[src/rtl/seven_seg_scanner_pkg.sv]
// Shared constants for the seven-segment scanner: digit count, segment codes and off patterns.
// Segment codes are active-low and packed {g,f,e,d,c,b,a}.
package sevseg_pkg;

   localparam int NUM_DIGITS = 8;

   localparam logic [6:0] SEG_OFF = 7'h7F;
   localparam logic [7:0] AN_OFF  = 8'hFF;

   localparam logic [6:0] SEG_LUT [16] = '{
      7'h40, 7'h79, 7'h24, 7'h30, 7'h19, 7'h12, 7'h02, 7'h78,
      7'h00, 7'h10, 7'h08, 7'h03, 7'h46, 7'h21, 7'h06, 7'h0E
   };

endpackage

[src/rtl/seven_seg_scanner_hex_to_7seg.sv]
// Combinational hex nibble to active-low seven-segment code.
module hex_to_7seg
   import sevseg_pkg::*;
(
   input  logic [3:0] nibble,
   output logic [6:0] seg
);

   always_comb begin
      seg = SEG_LUT[nibble];
   end

endmodule

[src/rtl/seven_seg_scanner.sv]
// Eight-digit multiplexed seven-segment driver with frame-aligned display updates.
// Define SEVSEG_BLANK_EN to blank leading zero digits (digit 0 always stays lit).
module seven_seg_scanner
   import sevseg_pkg::*;
#(
   parameter int DIGIT_TICKS = 100000
)(
   input  logic        clk,
   input  logic        rst,
   input  logic        wr_en,
   input  logic [31:0] wr_data,
   output logic [6:0]  cathode,
   output logic [7:0]  anode,
   output logic        frame_done,
   output logic [31:0] shown_value
);

   localparam int TICK_W = $clog2(DIGIT_TICKS + 1);
   localparam logic [TICK_W-1:0] TICK_LAST = TICK_W'(DIGIT_TICKS - 1);

   logic [TICK_W-1:0] tick_cnt_q, tick_cnt_d;
   logic [2:0]        digit_q, digit_d;
   logic [31:0]       disp_q, disp_d;
   logic [31:0]       pend_q, pend_d;
   logic              pend_valid_q, pend_valid_d;
   logic [6:0]        cathode_q, cathode_d;
   logic [7:0]        anode_q, anode_d;
   logic              frame_done_q, frame_done_d;

   logic              tick_wrap;
   logic              frame_wrap;
   logic              blank;
   logic [6:0]        seg_code;

   hex_to_7seg u_hex_to_7seg (
      .nibble (disp_q[{digit_q, 2'b00} +: 4]),
      .seg    (seg_code)
   );

`ifdef SEVSEG_BLANK_EN
   logic [2:0] msd;

   // Highest nonzero nibble; an all-zero value still keeps digit 0 lit.
   always_comb begin
      msd = 3'd0;
      for (int i = 1; i < NUM_DIGITS; i++) begin
         if (disp_q[4*i +: 4] != 4'h0) msd = 3'(i);
      end
      blank = (digit_q > msd);
   end
`else
   always_comb begin
      blank = 1'b0;
   end
`endif

   always_comb begin
      tick_wrap    = (tick_cnt_q == TICK_LAST);
      frame_wrap   = tick_wrap && (digit_q == 3'(NUM_DIGITS - 1));

      tick_cnt_d   = tick_wrap ? '0 : tick_cnt_q + 1'b1;
      digit_d      = tick_wrap ? digit_q + 3'd1 : digit_q;
      disp_d       = disp_q;
      pend_d       = pend_q;
      pend_valid_d = pend_valid_q;

      // Commit uses the old pend; a write on the wrap cycle waits for the next frame.
      if (frame_wrap && pend_valid_q) begin
         disp_d       = pend_q;
         pend_valid_d = 1'b0;
      end
      if (wr_en) begin
         pend_d       = wr_data;
         pend_valid_d = 1'b1;
      end

      frame_done_d = frame_wrap;
      anode_d      = blank ? AN_OFF  : ~(8'b1 << digit_q);
      cathode_d    = blank ? SEG_OFF : seg_code;
   end

   always_ff @(posedge clk) begin
      if (rst) begin
         tick_cnt_q   <= '0;
         digit_q      <= 3'd0;
         disp_q       <= 32'h0;
         pend_q       <= 32'h0;
         pend_valid_q <= 1'b0;
         cathode_q    <= SEG_OFF;
         anode_q      <= AN_OFF;
         frame_done_q <= 1'b0;
      end else begin
         tick_cnt_q   <= tick_cnt_d;
         digit_q      <= digit_d;
         disp_q       <= disp_d;
         pend_q       <= pend_d;
         pend_valid_q <= pend_valid_d;
         cathode_q    <= cathode_d;
         anode_q      <= anode_d;
         frame_done_q <= frame_done_d;
      end
   end

   assign cathode     = cathode_q;
   assign anode       = anode_q;
   assign frame_done  = frame_done_q;
   assign shown_value = disp_q;

endmodule

[config.mk]
export PLATFORM = sky130hd
export DESIGN_NAME = seven_seg_scanner
export DESIGN_NICKNAME = d
export VERILOG_FILES = /design/src/rtl/seven_seg_scanner_pkg.sv /design/src/rtl/seven_seg_scanner_hex_to_7seg.sv /design/src/rtl/seven_seg_scanner.sv
export SDC_FILE = /design/constraint.sdc
export NUM_CORES = 1
export LEC_CHECK = 0
export CAP_MARGIN = 0
export CORE_MARGIN = 2
export CORE_UTILIZATION = 30
export CTS_CLUSTER_DIAMETER = 40
export DETAILED_ROUTE_END_ITERATION = 10
export GPL_ROUTABILITY_DRIVEN = 0
export SYNTH_ARGS = -nofsm -noshare
export SYNTH_HDL_FRONTEND = slang
export SYNTH_SLANG_ARGS = --single-unit
[constraint.sdc]
create_clock -name clk -period 2.3 [get_ports clk]
set_input_delay 0.23 -clock clk [delete_from_list [all_inputs] [get_ports clk]]
set_output_delay 0.23 -clock clk [all_outputs]
set_load 0.02 [all_outputs]
Word level (Yosys, flattened, before mapping)

Memories as Yosys holds them, arrays and structs flattened. A register that Yosys moved wholly into a read port is not among the register bits.
Index checks and enable logic that the tools add are counted.

Register bits: 94
Bits in latches: 0
Memory bits (writable): 0
Bits in read-only memories: 112
Input bits: 35
Output and inout port bits: 48
Memories kept: 1

Memory list:

| memory          | words | bits a word | rd ports | clocked after Yosys merged registers in | wr ports | RTL line                            | source |
|---|---|---|---|---|---|---|---|
| (no name shown) | 16    | 7           | 1        | 1                                       | 0        | seven_seg_scanner_hex_to_7seg.sv:10 | `seg = SEG_LUT[nibble];` |

Add/subtract/negate cells: 2
Multipliers: 0
Div/mod/pow operators: 0
Magnitude comparators: 0
Equality and inequality tests: 2
Shifts and indexed selects: 2
Mux-type cells: 2
Bitwise logic cells: 2
Reduce and logical (&&, ||, !) cells: 4

Operator list:

| cell                  | count |
|---|---|
| $shiftx 32x6->4       | 1 |
| $add 17x1->17 const B | 1 |
| $eq 17x17->1 const B  | 1 |
| $not 8->8             | 1 |
| $shl 1x3->8 const A   | 1 |
| $not 4->5             | 1 |
| $add 3x1->3 const B   | 1 |
| $eq 3x3->1 const B    | 1 |
| $logic_and 1x1->1     | 2 |
| $mux 1                | 2 |
| $reduce_bool 2->1     | 1 |
| $reduce_or 2->1       | 1 |

Depth between registers and ports, before layout

Depth in word-level cells: 5
Gate-level depth with buffers: 9
Depth with buffers taken out: 8

Modules after synthesis

A second synthesis with hierarchy kept.

Cells, all modules: 449
Area total of the unflattened synthesis: 4546.9 µm²

Modules (own cells, without submodules):

| module            | instances | cells an instance | area each (µm²) | sequential area each (µm²) |
|---|---|---|---|---|
| seven_seg_scanner | 1         | 416               | 4272.8          | 2021.9 |
| hex_to_7seg       | 1         | 33                | 274.0           | 0.0 |

Worst setup path before layout

OpenSTA, ideal clock, no wires.

Path kind: reg2reg
From: register digit_q[1]
To: register cathode_q[3] (netlist: cathode[3])
Setup time: 0.134 ns
Arrival: 2.247 ns
Required time: 2.166 ns
Slack: -0.081 ns
Stages on the path, launching flop included: 10
Cells stage by stage: dfxtp_1 -> buf_2 -> mux4_2 -> mux2i_1 -> inv_1 -> ha_1 -> inv_1 -> nor3_1 -> a2111oi_0 -> a21oi_1

Cells in the longest elaborated chain, start to end: 2

RTL lines:

| what                            | RTL line                            | source |
|---|---|---|
| start, declared                 | seven_seg_scanner.sv:22             | `logic [2:0] digit_q, digit_d;` |
| start signal, assigned          | seven_seg_scanner.sv:94             | `digit_q <= digit_d;` |
| $shiftx 32x6->4                 | seven_seg_scanner.sv:36             | `.nibble (disp_q[{digit_q, 2'b00} +: 4]),` |
| $not 4->5 (implied by the code) | seven_seg_scanner_hex_to_7seg.sv:10 |  |
| end, declared                   | seven_seg_scanner.sv:26             | `logic [6:0] cathode_q, cathode_d;` |

No other way between the ends.
A chain may end at the register's enable or synchronous reset.

Worst setup path in the final report

From: register digit_q[0]
To: register cathode_q[6] (netlist: cathode[6])

Same word-level chain as after synthesis.

==> results.tsv <==
metric	value	unit
unrepaired setup endpoints after global routing	no	
routed wire length	9299	um
area of the multi-input gates	1997	um2
vias in the first global route	3094	
Clock Skew	0.006989	ns
fillers	1371	
wire per inst	13.86	um
status	complete, no violations	
Critical Path Start Type	flop	
Max Fclk	0.4676	GHz
fin nets	533	
Tot GR Track Use	0.1349	
crit path DAT	2.36	ns
Critical Path Source	digit_q[0]$_SDFFE_PP0P_	
Clock Tree Buf Depth	2	
Worst IR Drop VDD	0.3789	mV
Worst EP required	2.52	ns
Netlist cell types	43	
Max-slew headroom	0.6218	
Core Region	13720	um2
hold-fix buffers at CTS	0	
cell taking the most area after synthesis	dfxtp_1	
crit share post-route	0.9297	
# rows	43	
asr flop ratio synth	0	
clock power share	0.425	
Worst R2R Start	digit_q[0]$_SDFFE_PP0P_	
synth top area cells	dfxtp_1, mux2i_1, nor2_1	
Tightest Pin Transition	0.5673	ns
crit path max fanout	4	
final setup vio count	0	
Post-DP HPWL	6911	um
Switch Pwr	733.8	uW
Post-CTS Resized	0	
# DRC	0	
max-slew violation count	0	
Worst Hold Class	in -> reg	
CTS root buf	clkbuf_16	
Die Area	14860	um2
cell-internal power	2772	uW
HP Start	rst	
total CTS buffers	9	
PD cells	636.7	nW/um2
clk sink count	101	
sequential-to-total area share from yosys stat	0.4850	
critical path class	reg -> reg	
setup TNS after final layout	0	ns
most frequent cell after synthesis	dfxtp_1	
Synth Instances	403	
crit end category	flop	
H-tree Lvls	3	
Storage cell area	2027	um2
# diodes	0	
DIE HEIGHT	121.9	um
Hold Violations, Final	0	
initial core utilization	0.3039	
CTS tree	built	
Reg clk slew, reported paths	0.07	ns
EDFF count, synth	0	
Post-CTS Setup Bufs	0	
Final Critical Period	2.138	ns
Skew-Pair Late Insertion Delay	0.34	ns
synthesis-to-finish area growth	32.08	%
1st-iter DRT viols	91	
I/O Buffers	82	
top cell type's share of synthesized area	0.4850	
R2R depth	8	
initial antenna violation count	0	
Net Count, Synth	450	
max-cap violation count	0	
GR Overflow Total	0	
via density per instance	4.538	
post-synthesis register bit count	101	
Comb pwr share	0.056	
Lkg Pwr	0.002115	uW
Final Core Density	0.4014	
Syn Area/Cell	10.34	um2
Ports	83	
synthesized area	4169	um2
die width	121.9	um
switching share of total power	0.2093	
Ys Warns	0	
Initial DRT Pass Iterations	4	
vias	3045	
share of layout cells above drive strength 1	0.09776	
Hold Path Depth	2	
largest net degree at the start of global routing	42	
ys flop type	dfxtp_1	
first-pass GRT wire length	15440	um
Post-synth top cells	dfxtp_1, nor2_1, mux2i_1	
post-route ant nets	0	
sequential power share	0.518	
[cells in the final DEF (no fill, tap or decap), types with 4 or more instances in the layout]
| master | netlist | routed |
|---|---|---|
| dfxtp_1 | 101 | 99 |
| nor2_1 | 93 | 93 |
| clkdlybuf4s50_1 | 0 | 80 |
| mux2i_1 | 70 | 68 |
| nand2_1 | 13 | 13 |
| nand3_1 | 12 | 12 |
| xor2_1 | 12 | 12 |
| ha_1 | 12 | 12 |
| buf_4 | 2 | 11 |
| clkbuf_16 | 0 | 9 |
| inv_1 | 7 | 7 |
| mux4_2 | 6 | 6 |
| and3_1 | 5 | 5 |
| xnor2_1 | 5 | 5 |
| nand2b_1 | 4 | 4 |
| a21oi_1 | 4 | 4 |
[registers in the layout (all words and copies together), names as in the netlist]
name,flops
frame_done,1
pend_valid_q,1
tick_cnt_q,17
pend_q,32
cathode,7
shown_value,32
digit_q,3
anode,8
[power groups by stage]
stage | registers [uW] | clock network [uW] | logic (uW)
floorplan | 1860 | 0 | 98.1
global placement | 1860 | 0 | 196
detailed placement | 1860 | 0 | 200
CTS | 1820 | 1550 | 200
global route | 1820 | 1620 | 218
finish | 1820 | 1490 | 197
[layout make-up]
type | count | area share
Clock buffer | 12 | 0.04476
Clock inverter | 4 | 0.008634
Inverter | 8 | 0.005453
Multi-Input combinational cell | 271 | 0.3626
Sequential cell | 101 | 0.3681
Tap cell | 180 | 0.04090
Timing Repair Buffer | 95 | 0.1695
[path summary, 6_finish.rpt]
path	to	slack [ns]
max	cathode[6]$_SDFF_PP1_	0.16
min	shown_value[8]$_SDFFE_PP0P_	0.37
max reg2reg	cathode[6]$_SDFF_PP1_	0.16
min reg2reg	tick_cnt_q[0]$_SDFF_PP0_	0.47
[cell families (layout without fill, tap and decap cells)]
kind of cell	after synthesis	count (layout)	synth area share
compound gates	20	20	0.03452
xor+xnor	17	17	0.03571
buf+inv	31	119	0.04412
mux	80	80	0.2140
fa+ha+maj	12	12	0.03601
simple gates	142	142	0.1507
flops	101	101	0.4850
[routing by layer]
layer	up-vias	GRT usage	part of all wire
met1	1434	0.1640	0.46
met4	0	0.05675	0.014
met5	-	0	0
li1	1541	-	-
met2	60	0.2228	0.49
met3	10	0.03933	0.044
[critical path: stages (launching register included)]
cell	delay, ns
dfxtp_2	0.38
mux4_2	0.54
mux2i_4	0.18
inv_1	0.09
ha_1	0.21
inv_1	0.07
nor3_1	0.07
a21o_1	0.17
a221o_1	0.30
[stage by stage]
stage / hold slack, ns / setup WS [ns] / power [uW] / instances / instance area (um2)
6_report: 0.3723 / 0.1616 / 3506 / 671 / 5507
5_1_grt: 0.3983 / 0.01455 / 3662 / 671 / 5507
4_1_cts: 0.3610 / 0.02754 / 3567 / 671 / 5494
3_5_place_dp: 0.4599 / 0.04562 / 2059 / 655 / 5200
3_3_place_gp: 0.4528 / 0.1321 / 2054 / 655 / 5200
2_1_floorplan: 0.3772 / 0.02678 / 1958 / 403 / 4194
No activity file was read; power rests on OpenSTA's default activity.
